===== src/rtl/periph_pkg.sv =====
// Shared register-map offsets and TCON bit positions for the periph_bus peripheral window.
package periph_pkg;

   localparam logic [4:0] OFF_TH      = 5'h00;
   localparam logic [4:0] OFF_TL      = 5'h04;
   localparam logic [4:0] OFF_TCON    = 5'h08;
   localparam logic [4:0] OFF_LEDS    = 5'h0C;
   localparam logic [4:0] OFF_DIGI    = 5'h10;
   localparam logic [4:0] OFF_SYSTICK = 5'h14;

   localparam int TCON_EN = 0;
   localparam int TCON_IE = 1;
   localparam int TCON_IS = 2;

endpackage


===== src/rtl/periph_timer.sv =====
// Reloadable 32-bit timer (TH/TL/TCON) with CPU-write priority over the hardware update.
// Optional interrupt status/enable and registered irq output under TIMER_IRQ_EN.
module periph_timer
   import periph_pkg::*;
(
   input  logic        clk,
   input  logic        reset,
   input  logic        we_th_i,
   input  logic        we_tl_i,
   input  logic        we_tcon_i,
   input  logic [31:0] wdata_i,
   output logic [31:0] th_o,
   output logic [31:0] tl_o,
   output logic [31:0] tcon_o
`ifdef TIMER_IRQ_EN
   ,output logic       irq_o
`endif
);

   logic [31:0] th_q, th_d;
   logic [31:0] tl_q, tl_d;
   logic        en_q, en_d;
   logic        wrap;
`ifdef TIMER_IRQ_EN
   logic        ie_q, ie_d;
   logic        is_q, is_d;
   logic        irq_q;
`endif

   assign wrap = en_q && (tl_q == 32'hFFFF_FFFF);

   // Hardware update first, then a same-cycle CPU write overrides it.
   always_comb begin
      th_d = we_th_i ? wdata_i : th_q;
      tl_d = tl_q;
      if (en_q) tl_d = wrap ? th_q : tl_q + 32'd1;
      if (we_tl_i) tl_d = wdata_i;
      en_d = we_tcon_i ? wdata_i[TCON_EN] : en_q;
`ifdef TIMER_IRQ_EN
      ie_d = ie_q;
      is_d = is_q;
      if (wrap && ie_q) is_d = 1'b1;
      if (we_tcon_i) begin
         ie_d = wdata_i[TCON_IE];
         is_d = wdata_i[TCON_IS];
      end
`endif
   end

   always_ff @(posedge clk) begin
      if (reset) begin
         th_q  <= '0;
         tl_q  <= '0;
         en_q  <= 1'b0;
`ifdef TIMER_IRQ_EN
         ie_q  <= 1'b0;
         is_q  <= 1'b0;
         irq_q <= 1'b0;
`endif
      end else begin
         th_q  <= th_d;
         tl_q  <= tl_d;
         en_q  <= en_d;
`ifdef TIMER_IRQ_EN
         ie_q  <= ie_d;
         is_q  <= is_d;
         irq_q <= is_q & ie_q;
`endif
      end
   end

   always_comb begin
      tcon_o          = '0;
      tcon_o[TCON_EN] = en_q;
`ifdef TIMER_IRQ_EN
      tcon_o[TCON_IE] = ie_q;
      tcon_o[TCON_IS] = is_q;
`endif
   end

   assign th_o = th_q;
   assign tl_o = tl_q;
`ifdef TIMER_IRQ_EN
   assign irq_o = irq_q;
`endif

endmodule


===== src/rtl/periph_bus.sv =====
// Memory-mapped peripheral window: address decode, LED/DIGI registers, SYSTICK and read mux.
// Define TIMER_IRQ_EN to get the timer interrupt enable/status bits and the irq port.
module periph_bus
   import periph_pkg::*;
#(
   parameter logic [31:0] BASE_ADDR = 32'h4000_0000,
   parameter int          LED_W     = 8,
   parameter int          DIGI_W    = 12
) (
   input  logic              clk,
   input  logic              reset,
   input  logic              MemRead,
   input  logic              MemWrite,
   input  logic [31:0]       Address,
   input  logic [31:0]       Write_data,
   output logic [31:0]       Read_data,
   output logic              Hit,
   output logic [LED_W-1:0]  leds,
   output logic [DIGI_W-1:0] digi
`ifdef TIMER_IRQ_EN
   ,output logic             irq
`endif
);

   logic [29:0]       woff;
   logic [4:0]        reg_off;
   logic              wr_en;
   logic              unused_byte_bits;
   logic [LED_W-1:0]  leds_q;
   logic [DIGI_W-1:0] digi_q;
   logic [31:0]       systick_q;
   logic [31:0]       th, tl, tcon;

   // Byte-lane bits never take part in decode.
   assign unused_byte_bits = ^Address[1:0];

   assign woff    = Address[31:2] - BASE_ADDR[31:2];
   assign Hit     = (Address[31:2] >= BASE_ADDR[31:2]) && (woff[29:3] == 27'd0);
   assign reg_off = {woff[2:0], 2'b00};
   assign wr_en   = Hit && MemWrite;

   periph_timer u_timer (
      .clk       (clk),
      .reset     (reset),
      .we_th_i   (wr_en && (reg_off == OFF_TH)),
      .we_tl_i   (wr_en && (reg_off == OFF_TL)),
      .we_tcon_i (wr_en && (reg_off == OFF_TCON)),
      .wdata_i   (Write_data),
      .th_o      (th),
      .tl_o      (tl),
      .tcon_o    (tcon)
`ifdef TIMER_IRQ_EN
      ,.irq_o    (irq)
`endif
   );

   always_ff @(posedge clk) begin
      if (reset) begin
         leds_q    <= '0;
         digi_q    <= '0;
         systick_q <= '0;
      end else begin
         systick_q <= systick_q + 32'd1;
         if (wr_en && (reg_off == OFF_LEDS)) leds_q <= Write_data[LED_W-1:0];
         if (wr_en && (reg_off == OFF_DIGI)) digi_q <= Write_data[DIGI_W-1:0];
      end
   end

   // Reserved offsets fall through to zero.
   always_comb begin
      Read_data = '0;
      if (Hit && MemRead) begin
         case (reg_off)
            OFF_TH:      Read_data = th;
            OFF_TL:      Read_data = tl;
            OFF_TCON:    Read_data = tcon;
            OFF_LEDS:    Read_data[LED_W-1:0] = leds_q;
            OFF_DIGI:    Read_data[DIGI_W-1:0] = digi_q;
            OFF_SYSTICK: Read_data = systick_q;
            default:     Read_data = '0;
         endcase
      end
   end

   assign leds = leds_q;
   assign digi = digi_q;

endmodule


===== config.mk =====
export PLATFORM = sky130hd
export DESIGN_NAME = periph_bus
export DESIGN_NICKNAME = d
export VERILOG_FILES = /design/src/rtl/periph_pkg.sv /design/src/rtl/periph_timer.sv /design/src/rtl/periph_bus.sv
export SDC_FILE = /design/constraint.sdc
export NUM_CORES = 1
export LEC_CHECK = 0
export BUFFER_PORTS_ARGS = -buffer_cell sky130_fd_sc_hd__buf_2
export CAP_MARGIN = 15
export CORE_UTILIZATION = 29
export DETAILED_ROUTE_END_ITERATION = 7
export HOLD_SLACK_MARGIN = 0.15
export PLACE_DENSITY = 0.55
export REMOVE_ABC_BUFFERS = 1
export SYNTH_ARGS = -nofsm -noshare
export SYNTH_HDL_FRONTEND = slang
export SYNTH_SLANG_ARGS = --single-unit

===== constraint.sdc =====
create_clock -name clk -period 5.2 [get_ports clk]
set_input_delay 0.52 -clock clk [delete_from_list [all_inputs] [get_ports clk]]
set_output_delay 0.52 -clock clk [all_outputs]
set_load 0.01 [all_outputs]

* After elaboration in Yosys (flattened, before gate mapping) *
Index checks and enable logic that the tools add are counted.

storage, ports and cells
  register bits = 117
  input bits = 68
  output and inout bits = 53

operators by class
  add/sub/neg operators = 3
  magnitude comparators = 1
  eq/ne operators = 6
  muxes and demuxes = 7
  reduce and logical (&&, ||, !) cells = 12

operator list
  kind                      count
  $mux W32                  4
  $add A32 B1 Y32 const B   2
  $pmux W20 S3              1
  $pmux W8 S6               1
  $eq A32 B32 Y1 const B    1
  $ge A30 B29 Y1 const B    1
  $sub A30 B29 Y30 const B  1
  $logic_not A27 Y1         1
  $pmux W4 S4               1
  $logic_and A1 B1 Y1       9
  $eq A3 B2 Y1 const B      2
  $eq A3 B3 Y1 const B      2
  $logic_not A5 Y1          1
  $eq A3 B1 Y1 const B      1
  $reduce_bool A2 Y1        1

* Depth between registers and ports, before layout *
Gate-level depths: netlist of run 1.

  depth in word-level cells = 6
  depth in mapped cells = 9

* Cells and area by module *
A second synthesis of run 1 with hierarchy kept.

second synthesis, totals
  cell total of the unflattened synthesis = 934
  area, all modules = 7492.2 um2

by module, submodules not included
  module        instances  cells an instance  area each (um2)  seq. area each (um2)
  periph_timer  1          447                3772.4           1301.2
  periph_bus    1          487                3719.8           1041.0

* Worst setup path after synthesis of run 1 *
OpenSTA, ideal clock, no wires.

  kind = input-to-output
  start point = input Address[30]
  end point = output Read_data[12]
  arrival = 2277 ps
  data required time = 4680 ps
  slack = 2403 ps
  stages = 9
  buffers on the path = 2
  cell sequence = inv_1 > ha_1 > nor4b_2 > nand4_1 > buf_2 > nor2_1 > nand3_1 > clkbuf_1 > nor2_1

on the way
  cells in the longest elaborated chain, start to end = 5

ends and longest elaborated chain
  what                     line              source
  start: declaration       periph_bus.sv:14  input logic [31:0] Address,
  $sub A30 B29 Y30         periph_bus.sv:37  assign woff = Address[31:2] - BASE_ADDR[31:2];
  $logic_not A27 Y1        periph_bus.sv:38  assign Hit = (Address[31:2] >= BASE_ADDR[31:2]) && (woff[29:3] == 27'd0);
  $logic_and A1 B1 Y1 (*)  periph_bus.sv:38
  named net Hit            periph_bus.sv:17  output logic Hit,
  $logic_and A1 B1 Y1 (*)  periph_bus.sv:72  if (Hit && MemRead) begin
  $mux W32 (*)             periph_bus.sv:72
  end: declaration         periph_bus.sv:16  output logic [31:0] Read_data,

Mark *: on every way through the listed nets, which the timed path passes. The rest lies on a longest branch.

* Worst setup path after layout of run 1 *
  start point = input Address[30]
  end point = output Read_data[31]

on the way
  cells in the longest elaborated chain, start to end = 5

ends and longest elaborated chain
  what                     line
  $sub A30 B29 Y30         periph_bus.sv:37
  $logic_not A27 Y1        periph_bus.sv:38
  $logic_and A1 B1 Y1 (*)  periph_bus.sv:38
  $logic_and A1 B1 Y1 (*)  periph_bus.sv:72
  $mux W32 (*)             periph_bus.sv:72

Mark *: on every way between the ends. The rest lies on a longest branch, timed or not.

==> metrics.md, run 1 <==
| Metric | Value |
|---|---|
| Final period util | 64.37% |
| Total negative setup slack | 0 ps |
| Clk slew on worst S/H paths | 60 ps |
| Reg2reg start | u_timer.en_q$_SDFFE_PP0P_ |
| Cells after Synth | 794 |
| Area Growth Syn to Fin | 19.66% |
| Fillcell total | 2485 |
| Initial antenna violation count | 0 |
| CTS tree | yes |
| Hold endpoint | u_timer.tl_o[10]$_SDFFE_PP0P_ |
| Largest family of logic cells by synthesized area | simple AND/OR/NAND/NOR gates |
| Via density | 5.307 |
| Total Routing Usage GR | 18.48% |
| RSZ-0062 raised after global routing | no |
| Cts hold-fix bufs | 0 |
| Drt drc | 0 |
| Final Net Count | 959 |
| Critical Path Fanout Max | 14 |
| Post-Synth XOR/XNOR Area | 4.928% |
| Async S/R FF share, synth | 0% |
| Placed Area | 7741 µm² |
| Gpl congestion | 0.8420 |
| Placed insts | 1186 |
| Register area share after synthesis | 33.79% |
| Outcome | finished, final reports clean |
| Clock sink count | 117 |
| Min-delay src | Write_data[10] |
| Fin area | 8294 µm² |
| Post-synthesis mux area share | 15.60% |
| Vias in the first global route | 6013 |
| Least-Margin Pin Slew | 1128 ps |
| IO buf count | 118 |
| Worst Hold Depth | 3 |
| Cts repair resizes | 0 |
| Starting Density | 29.53% |
| Initial DRC count | 428 |
| Yosys reg bits | 117 |
| First-pass GRT wire length | 34.33 mm |
| R2r setup slk | 2410 ps |
| Site Rows | 56 |
| Adder-Cell Fraction of Synth Area | 0.5415% |
| CP startpoint kind | input pin |
| Worst reg2reg path depth | 6 |
| GR Util met3 | 3.462% |
| Final setup violating endpoints | 0 |
| Pre-CTS WS | 1445 ps |
| Pwr/cell area | 251.8 nW/µm² |
| I/O pin cnt | 121 |
| Most Crowded Layer GR | met2 |
| Compound-gate portion of the synthesized area | 14.35% |
| Worst R2R End | u_timer.tl_o[16]$_SDFFE_PP0P_ |
| CTS root buffer | clkbuf_16 |
| Most frequent cells in the layout | nor2_1 (125), dfxtp_1 (117), buf_2 (117), mux2i_1 (63), nand2_1 (43) |
| Die X-Extent | 156.6 µm |
| Layout cells sized above 1 | 24.05% |
| Via count | 6459 |
| Simple-Gate Fraction of Synth Area | 26.61% |
| Setup crit end kind | primary output |
| Postcts setup bufs | 0 |
| Final Skew | 8.790 ps |
| Maximum clock frequency | 0.2987 GHz |
| Post-DRT Antenna Nets | 0 |
| Maximum clock path buffer count | 2 |
| Layout Cells excl Fill | 1217 |
| Final worst slack | 1853 ps |
| Largest net degree at the start of global routing | 54 |
| Crit Path Category | input pin to primary output |
| Hold Crit Class | input pin to flop |
| Top FF cell, synth | dfxtp_1 |
| H-Tree Depth | 4 |
| Static Leak | 0.003046 µW |
| Final Slew Violations | 0 |
| Cts bufs inserted | 17 |
| VDD IR max | 231.4 µV |
| YS warnings | 0 |
| DRT Pass-1 Iters | 5 |
| Final design utilization | 35.34% |
| Yosys cell types | 62 |
| Die H | 156.6 µm |
| Tmin final | 3347 ps |
| WP data required | 4680 ps |
| MaxCap Viol Count | 0 |
| WL/cell | 18.33 µm |
| Cell area after synthesis | 6932 µm² |
| CORE AREA | 23470 µm² |
| Detailed Route WL | 22.31 mm |
| Grt total ovfl | 0 |
| Fin. Hold Viols | 0 |
| M2 GR Usage | 28.74% |
| Most common cell after layout, fill and taps aside | nor2_1 |
| Post-synth EDFFs | 0 |
| Die footprint | 24530 µm² |
| Clk Latency, worst-skew pair | 430 ps |
| Global routing usage on met1 | 24.90% |
| Arr. time, crit path | 2830 ps |
| ANT cells | 0 |
| Hpwl dp | 15.46 mm |
| Max-slew headroom | 24.78% |
| Synth Area per Inst | 8.730 µm² |
## worst max-delay path, stage by stage
cell and delay [ps]:
buf_2 90, inv_1 40, ha_1 250, nor4b_2 200
nand4_1 120, buf_4 220, nor2_1 270, nand3_1 510
buf_8 350, nor2_1 120, buf_2 140
## synthesized netlist by cell type (13+ instances only)
cell / n / area, µm²
dfxtp_1: 117 / 2342
xor2_1: 29 / 254.0
and3_1: 20 / 125.1
clkbuf_1: 35 / 131.4
nand3_1: 35 / 175.2
nand4_1: 27 / 168.9
buf_2: 13 / 65.06
nand2_1: 43 / 161.4
nor3_1: 19 / 95.09
mux2_2: 23 / 259.0
o21ai_0: 22 / 110.1
a22oi_1: 24 / 180.2
nor2_1: 126 / 473.0
mux2i_1: 63 / 630.6
and4_1: 15 / 131.4
a21oi_1: 22 / 110.1
## area by class of cell
type | instances | area [µm²] | area share (%)
clock buffers | 23 | 467.9 | 5.642
clock inverters | 6 | 55.05 | 0.6638
inverters | 8 | 30.03 | 0.3620
multi-input cells | 614 | 4302 | 51.86
flip-flops and latches | 117 | 2342 | 28.24
well taps | 319 | 399.1 | 4.812
repair buffers | 130 | 698.2 | 8.418
## worst max-delay path by stage
stage | startpoint | endpoint | slack (ps) | cells after the start
after detailed placement | Address[30] | Read_data[31] | 1450 | 10
after floorplan | Address[30] | u_timer.th_o[0]$_SDFFE_PP0P_ | 1570 | 7
final | Address[30] | Read_data[31] | 1850 | 11
after CTS | Address[30] | Read_data[31] | 1440 | 10
after global placement | Address[30] | Read_data[31] | 1490 | 10
after global routing | Address[30] | Read_data[19] | 1590 | 11
## stage by stage
stage | power, µW | hold WS [ps]
after floorplan | 944.6 | 422.4
after global placement | 1019 | 469.7
after detailed placement | 1020 | 493.0
after CTS | 2098 | 328.7
after global routing | 2142 | 335.3
final | 2089 | 334.1
## kinds of logic (layout without fill, tap and decap cells)
| logic type | count (synthesis) | in the layout |
|---|---|---|
| buffers and inverters | 63 | 167 |
| XOR/XNOR | 39 | 39 |
| multiplexers | 95 | 95 |
| AND/OR/NAND/NOR | 345 | 345 |
| flip-flops | 117 | 117 |
| adder cells (fa/ha/maj) | 3 | 3 |
| AO/OA/AOI/OAI | 132 | 132 |
## routing by layer
metal	routed length (µm)	share of wire, %
met1	10460	47
met2	10400	47
met3	969	4.3
met4	485	2.2
met5	0	0
## sequential cells by signal, summed over array words and instances, names as in the netlist
name          cells
digi             12
u_timer.th_o     32
u_timer.en_q      1
u_timer.tl_o     32
leds              8
systick_q        32
## power by group
| part | leakage (µW) | switching (µW) | internal [µW] |
|---|---|---|---|
| Sequential | 0.000942 | 2.35 | 899 |
| Combinational | 0.00184 | 65.5 | 34.0 |
| Clock | 0.000262 | 420 | 668 |
Power figures use the tool's default switching activity.
==> run 2: changes to the inputs <==
--- a/config.mk
+++ b/config.mk
@@ -5,6 +5,7 @@
 export SDC_FILE = /design/constraint.sdc
 export NUM_CORES = 1
 export LEC_CHECK = 0
+export ABC_AREA = 1
 export BUFFER_PORTS_ARGS = -buffer_cell sky130_fd_sc_hd__buf_2
 export CAP_MARGIN = 15
 export CORE_UTILIZATION = 29
==> constraint.sdc (replaced) <==
create_clock -name clk -period 3.5 [get_ports clk]
set_input_delay 0.35 -clock clk [delete_from_list [all_inputs] [get_ports clk]]
set_output_delay 0.35 -clock clk [all_outputs]
set_load 0.01 [all_outputs]
==> metrics.md, run 2 <==
| Metric | Value |
|---|---|
| Outcome | finished, final reports clean |
| Via density | 4.893 |
| Synth Area per Inst | 6.044 µm² |
| Cts repair resizes | 0 |
| WP data required | 3150 ps |
| Gpl congestion | 0.9277 |
| Final period util | 75.64% |
| Post-synth EDFFs | 0 |
| Site Rows | 58 |
| Setup crit end kind | primary output |
| Maximum clock path buffer count | 2 |
| YS warnings | 0 |
| Cells after Synth | 1237 |
| Global routing usage on met1 | 27.67% |
| Crit Path Category | input pin to primary output |
| Synth area leaders | dfxtp_1 (31%), nand2_1 (16%), nor2_1 (15%) |
| IO buf count | 118 |
| Die H | 162.6 µm |
| Least-Margin Pin Slew | 965.6 ps |
| CTS root buffer | clkbuf_16 |
| Total negative setup slack | 0 ps |
| Final Slew Violations | 0 |
| H-Tree Depth | 4 |
| Critical Path Fanout Max | 19 |
| Maximum clock frequency | 0.3777 GHz |
| Final Skew | 11.15 ps |
| Pwr/cell area | 355.2 nW/µm² |
| Overall Power | 3150 µW |
| Layout Cells excl Fill | 1677 |
| Hpwl dp | 19.13 mm |
| Critical path endpoint | Read_data[10] |
| Tmin final | 2647 ps |
| CP startpoint kind | input pin |
| Most Crowded Layer GR | met2 |
| M2 GR Usage | 32.34% |
| R2r setup slk | 1320 ps |
| Fin. Hold Viols | 0 |
| Static Leak | 0.003425 µW |
| Cts hold-fix bufs | 0 |
| Cts bufs inserted | 17 |
| Reg2reg start | u_timer.tl_o[25]$_SDFFE_PP0P_ |
| WL/cell | 15.56 µm |
| Vias in the first global route | 7618 |
| Final setup violating endpoints | 0 |
| Area Growth Syn to Fin | 18.61% |
| Most instantiated cells after synthesis | nand2_1 (317), nor2_1 (298), dfxtp_1 (117) |
| Crit path from | Address[4] |
| Cell area after synthesis | 7476 µm² |
| Register area share after synthesis | 31.33% |
| Die X-Extent | 162.6 µm |
| Arr. time, crit path | 2300 ps |
| Drt drc | 0 |
| Yosys reg bits | 117 |
| Layout cells sized above 1 | 16.04% |
| Placed insts | 1646 |
| Post-DRT Antenna Nets | 0 |
| VDD IR max | 271.0 µV |
| Final Net Count | 1406 |
| Final worst slack | 852.5 ps |
| Top-area cell type share of the netlist area | 31.33% |
| Async S/R FF share, synth | 0% |
| First-pass GRT wire length | 41.40 mm |
| Initial antenna violation count | 0 |
| Via count | 8205 |
| Clk slew on worst S/H paths | 60 ps |
| I/O pin cnt | 121 |
| Detailed Route WL | 26.09 mm |
| Postcts setup bufs | 0 |
| MaxCap Viol Count | 0 |
| GR Util met3 | 3.438% |
| Worst reg2reg path depth | 10 |
| Top FF cell, synth | dfxtp_1 |
| RSZ-0062 raised after global routing | no |
| ANT cells | 0 |
| Yosys top cell by area | dfxtp_1 |
| Max-slew headroom | 35.55% |
| Yosys cell types | 45 |
| Clock sink count | 117 |
| Initial DRC count | 630 |
| CTS tree | yes |
| Most common cell after layout, fill and taps aside | nand2_1 |
| Largest net degree at the start of global routing | 59 |
| Clk Latency, worst-skew pair | 430 ps |
| Worst R2R End | u_timer.tl_o[11]$_SDFFE_PP0P_ |
| Grt total ovfl | 0 |
| Most frequent cells in the layout | nand2_1 (317), nor2_1 (297), buf_2 (118), dfxtp_1 (117), inv_1 (103) |
| Starting Density | 29.60% |
| DRT Pass-1 Iters | 5 |
| Pre-CTS WS | 891.8 ps |
| Die footprint | 26430 µm² |
| CORE AREA | 25250 µm² |
| Most frequent cell after synthesis | nand2_1 |
| Hold Crit Class | input pin to flop |
| Total Routing Usage GR | 20.17% |
## run 2: final cells by class
cell class	instances	area, µm²
well taps	330	412.9
flip-flops and latches	117	2342
repair buffers	129	685.7
fillers	2874	16390
multi-input cells	961	4458
inverters	109	414.1
clock inverters	14	128.9
clock buffers	17	425.4
## run 2: routing by layer
metal | share of wire, % | vias to the layer above
li1 | - | 4158
met1 | 49 | 3779
met2 | 45 | 246
met3 | 5.4 | 22
met4 | 1.4 | 0
met5 | 0 | -
## run 2: stage by stage
step                      util, %  hold WS (ps)  area [µm²]
after detailed placement    32.92         489.5        8313
final                       35.11         157.8        8867
after CTS                   35.11         150.0        8867
after global routing        35.11         167.0        8867
after floorplan                 -         416.7        7212
after global placement      32.92         461.3        8313
## run 2: cells by family (layout without fill, tap and decap cells)
kind of cell | count (synthesis) | count (layout) | share of synthesized area [%]
xor+xnor | 19 | 19 | 2.226
flops | 117 | 117 | 31.33
buf+inv | 159 | 269 | 9.071
compound gates | 147 | 147 | 11.00
simple gates | 792 | 792 | 45.87
fa+ha+maj | 3 | 3 | 0.5021
## run 2: where the power goes
part / internal, µW / switching, µW
logic: 41.6 / 80.0
registers: 1330 / 3.86
clock network: 975 / 715
## run 2: worst min path at each step
stage                        startpoint                            end  slack [ps]  cells after the start
3_3_place_gp    systick_q[0]$_SDFF_PP0_        systick_q[0]$_SDFF_PP0_         460                      1
4_1_cts                  Write_data[29]  u_timer.th_o[29]$_SDFFE_PP0P_         150                      3
2_1_floorplan                     reset        systick_q[0]$_SDFF_PP0_         420                      1
3_5_place_dp   systick_q[31]$_SDFF_PP0_       systick_q[31]$_SDFF_PP0_         490                      2
6_report                 Write_data[29]  u_timer.th_o[29]$_SDFFE_PP0P_         160                      3
5_1_grt                  Write_data[29]  u_timer.th_o[29]$_SDFFE_PP0P_         170                      3
## run 2: worst max-delay path, stage by stage
cell and delay, ps:
buf_2 120, inv_1 130, nand3_1 120, inv_1 490, buf_4 400, nand2_1 120, a41oi_1 350, buf_2 200
==> run 3: changes to the inputs <==
==> constraint.sdc (replaced) <==
create_clock -name clk -period 2.7 [get_ports clk]
set_input_delay 0.27 -clock clk [delete_from_list [all_inputs] [get_ports clk]]
set_output_delay 0.27 -clock clk [all_outputs]
set_load 0.01 [all_outputs]
==> metrics.md, run 3 (synthesis results as in run 2) <==
| Metric | Value |
|---|---|
| Die H | 162.6 µm |
| Final Slew Violations | 0 |
| Max-slew headroom | 50.09% |
| Hpwl dp | 19.43 mm |
| Hold endpoint | leds[6]$_SDFFE_PP0P_ |
| Initial DRC count | 672 |
| Fin. Hold Viols | 0 |
| Final design utilization | 36.82% |
| CTS root buffer | clkbuf_16 |
| WP data required | 2430 ps |
| Internal power | 3269 µW |
| Clock sink count | 117 |
| Starting Density | 29.60% |
| Area Growth Syn to Fin | 24.37% |
| Crit Path Category | input pin to primary output |
| Detailed Route WL | 26.45 mm |
| Comb pwr share | 4.5% |
| Clock Power Share | 55.2% |
| Post-DRT Antenna Nets | 0 |
| Worst reg2reg path depth | 10 |
| Die X-Extent | 162.6 µm |
| Pwr/cell area | 462.2 nW/µm² |
| Final period util | 88.76% |
| Cts bufs inserted | 17 |
| Sequential share of power | 40.4% |
| Clk slew on worst S/H paths | 60 ps |
| Clk Latency, worst-skew pair | 420 ps |
| Cts hold-fix bufs | 28 |
| Maximum clock frequency | 0.4173 GHz |
| Reg2reg start | systick_q[0]$_SDFF_PP0_ |
| Gpl congestion | 0.9214 |
| Postcts setup bufs | 0 |
| Min-delay src | Write_data[6] |
| Final Net Count | 1443 |
| WL/cell | 15.43 µm |
| Most frequent cells in the layout | nand2_1 (317), nor2_1 (297), buf_2 (118), dfxtp_1 (117), inv_1 (103) |
| Hold Crit Class | input pin to flop |
| Switch Pwr | 1028 µW |
| Layout cells sized above 1 | 16.26% |
| Maximum clock path buffer count | 2 |
| Least-Margin Pin Slew | 748.6 ps |
| Worst Hold Depth | 3 |
| Critical Path Fanout Max | 20 |
| H-Tree Depth | 4 |
| Total Routing Usage GR | 20.54% |
| Total negative setup slack | 0 ps |
| CORE AREA | 25250 µm² |
| DRT Pass-1 Iters | 5 |
| First-pass GRT wire length | 42.57 mm |
| Initial antenna violation count | 0 |
| Static Leak | 0.003627 µW |
| Setup crit end kind | primary output |
| Drt drc | 0 |
| Final Skew | 9.665 ps |
| Tmin final | 2396 ps |
| CP startpoint kind | input pin |
| Most common cell after layout, fill and taps aside | nand2_1 |
| Switching portion of total power | 23.93% |
| Via density | 4.913 |
| Outcome | finished, final reports clean |
| Hold slack | 152.4 ps |
| Die footprint | 26430 µm² |
| R2r setup slk | 570 ps |
| Site Rows | 58 |
| Cts repair resizes | 0 |
| VDD IR max | 392.0 µV |
| Final setup violating endpoints | 0 |
| MaxCap Viol Count | 0 |
| Via count | 8421 |
| Fillcell total | 2802 |
| Worst R2R End | systick_q[22]$_SDFF_PP0_ |
| I/O pin cnt | 121 |
| CTS tree | yes |
| Grt total ovfl | 0 |
| Largest net degree at the start of global routing | 59 |
| ANT cells | 0 |
| Vias in the first global route | 7967 |
| RSZ-0062 raised after global routing | no |
| Arr. time, crit path | 2130 ps |
| IO buf count | 118 |
[run 3: cell count changes in the layout (fill, tap and decap cells not counted), sizes merged]
cell	change
clkinv	-1
dlygate4sd3	+28
bufinv	+2
buf	+9
clkinvlp	-1
[run 3: how the worst max path moves through the flow]
stage	endpoint	cells after the start	from
floorplan	u_timer.tl_o[17]$_SDFFE_PP0P_	9	Address[3]
detailed placement	Read_data[20]	13	Address[30]
finish	Read_data[14]	13	Address[30]
CTS	Read_data[20]	13	Address[30]
global route	Read_data[14]	13	Address[30]
global placement	Read_data[20]	13	Address[30]
[run 3: critical path: stages]
cell      delay (ps)
buf_2             80
inv_2             30
ha_1             270
inv_1             30
nor2_1            70
nand2_1           50
nor2_1            80
nand2_1           90
nor3b_2          290
o211ai_1         140
buf_4            250
a31oi_1          270
buf_2            190
[run 3: metrics by stage]
step,worst slack [ps],power [µW],std cells,instance area (µm²)
floorplan,223.4,1817,1187,7212
global placement,282.9,1931,1654,8386
detailed placement,252.9,1933,1655,8413
CTS,252.5,4329,1714,9298
global route,67.51,4441,1714,9298
finish,303.6,4297,1714,9298
[run 3: routing by layer]
layer  part of all wire [%]  track usage, %
met2                     44           32.71
met1                     48           28.25
met3                    6.7           3.641
met5                      0               0
met4                    1.9           5.735
[run 3: cell type report]
class	count	area, µm²	area share (%)
clock buffer	17	425.4	4.575
clock inverter	14	178.9	1.924
inverter	109	414.1	4.454
multi-input combinational	961	4458	47.95
sequential	117	2342	25.19
tap	330	412.9	4.441
timing repair buffer	166	1066	11.47
[run 3: power by group through the flow]
stage | clock network, µW | logic [µW] | registers (µW)
2_1_floorplan | 0 | 45.7 | 1770
3_3_place_gp | 0 | 158 | 1770
3_5_place_dp | 0 | 160 | 1770
4_1_cts | 2400 | 191 | 1730
5_1_grt | 2500 | 209 | 1730
6_report | 2370 | 191 | 1740
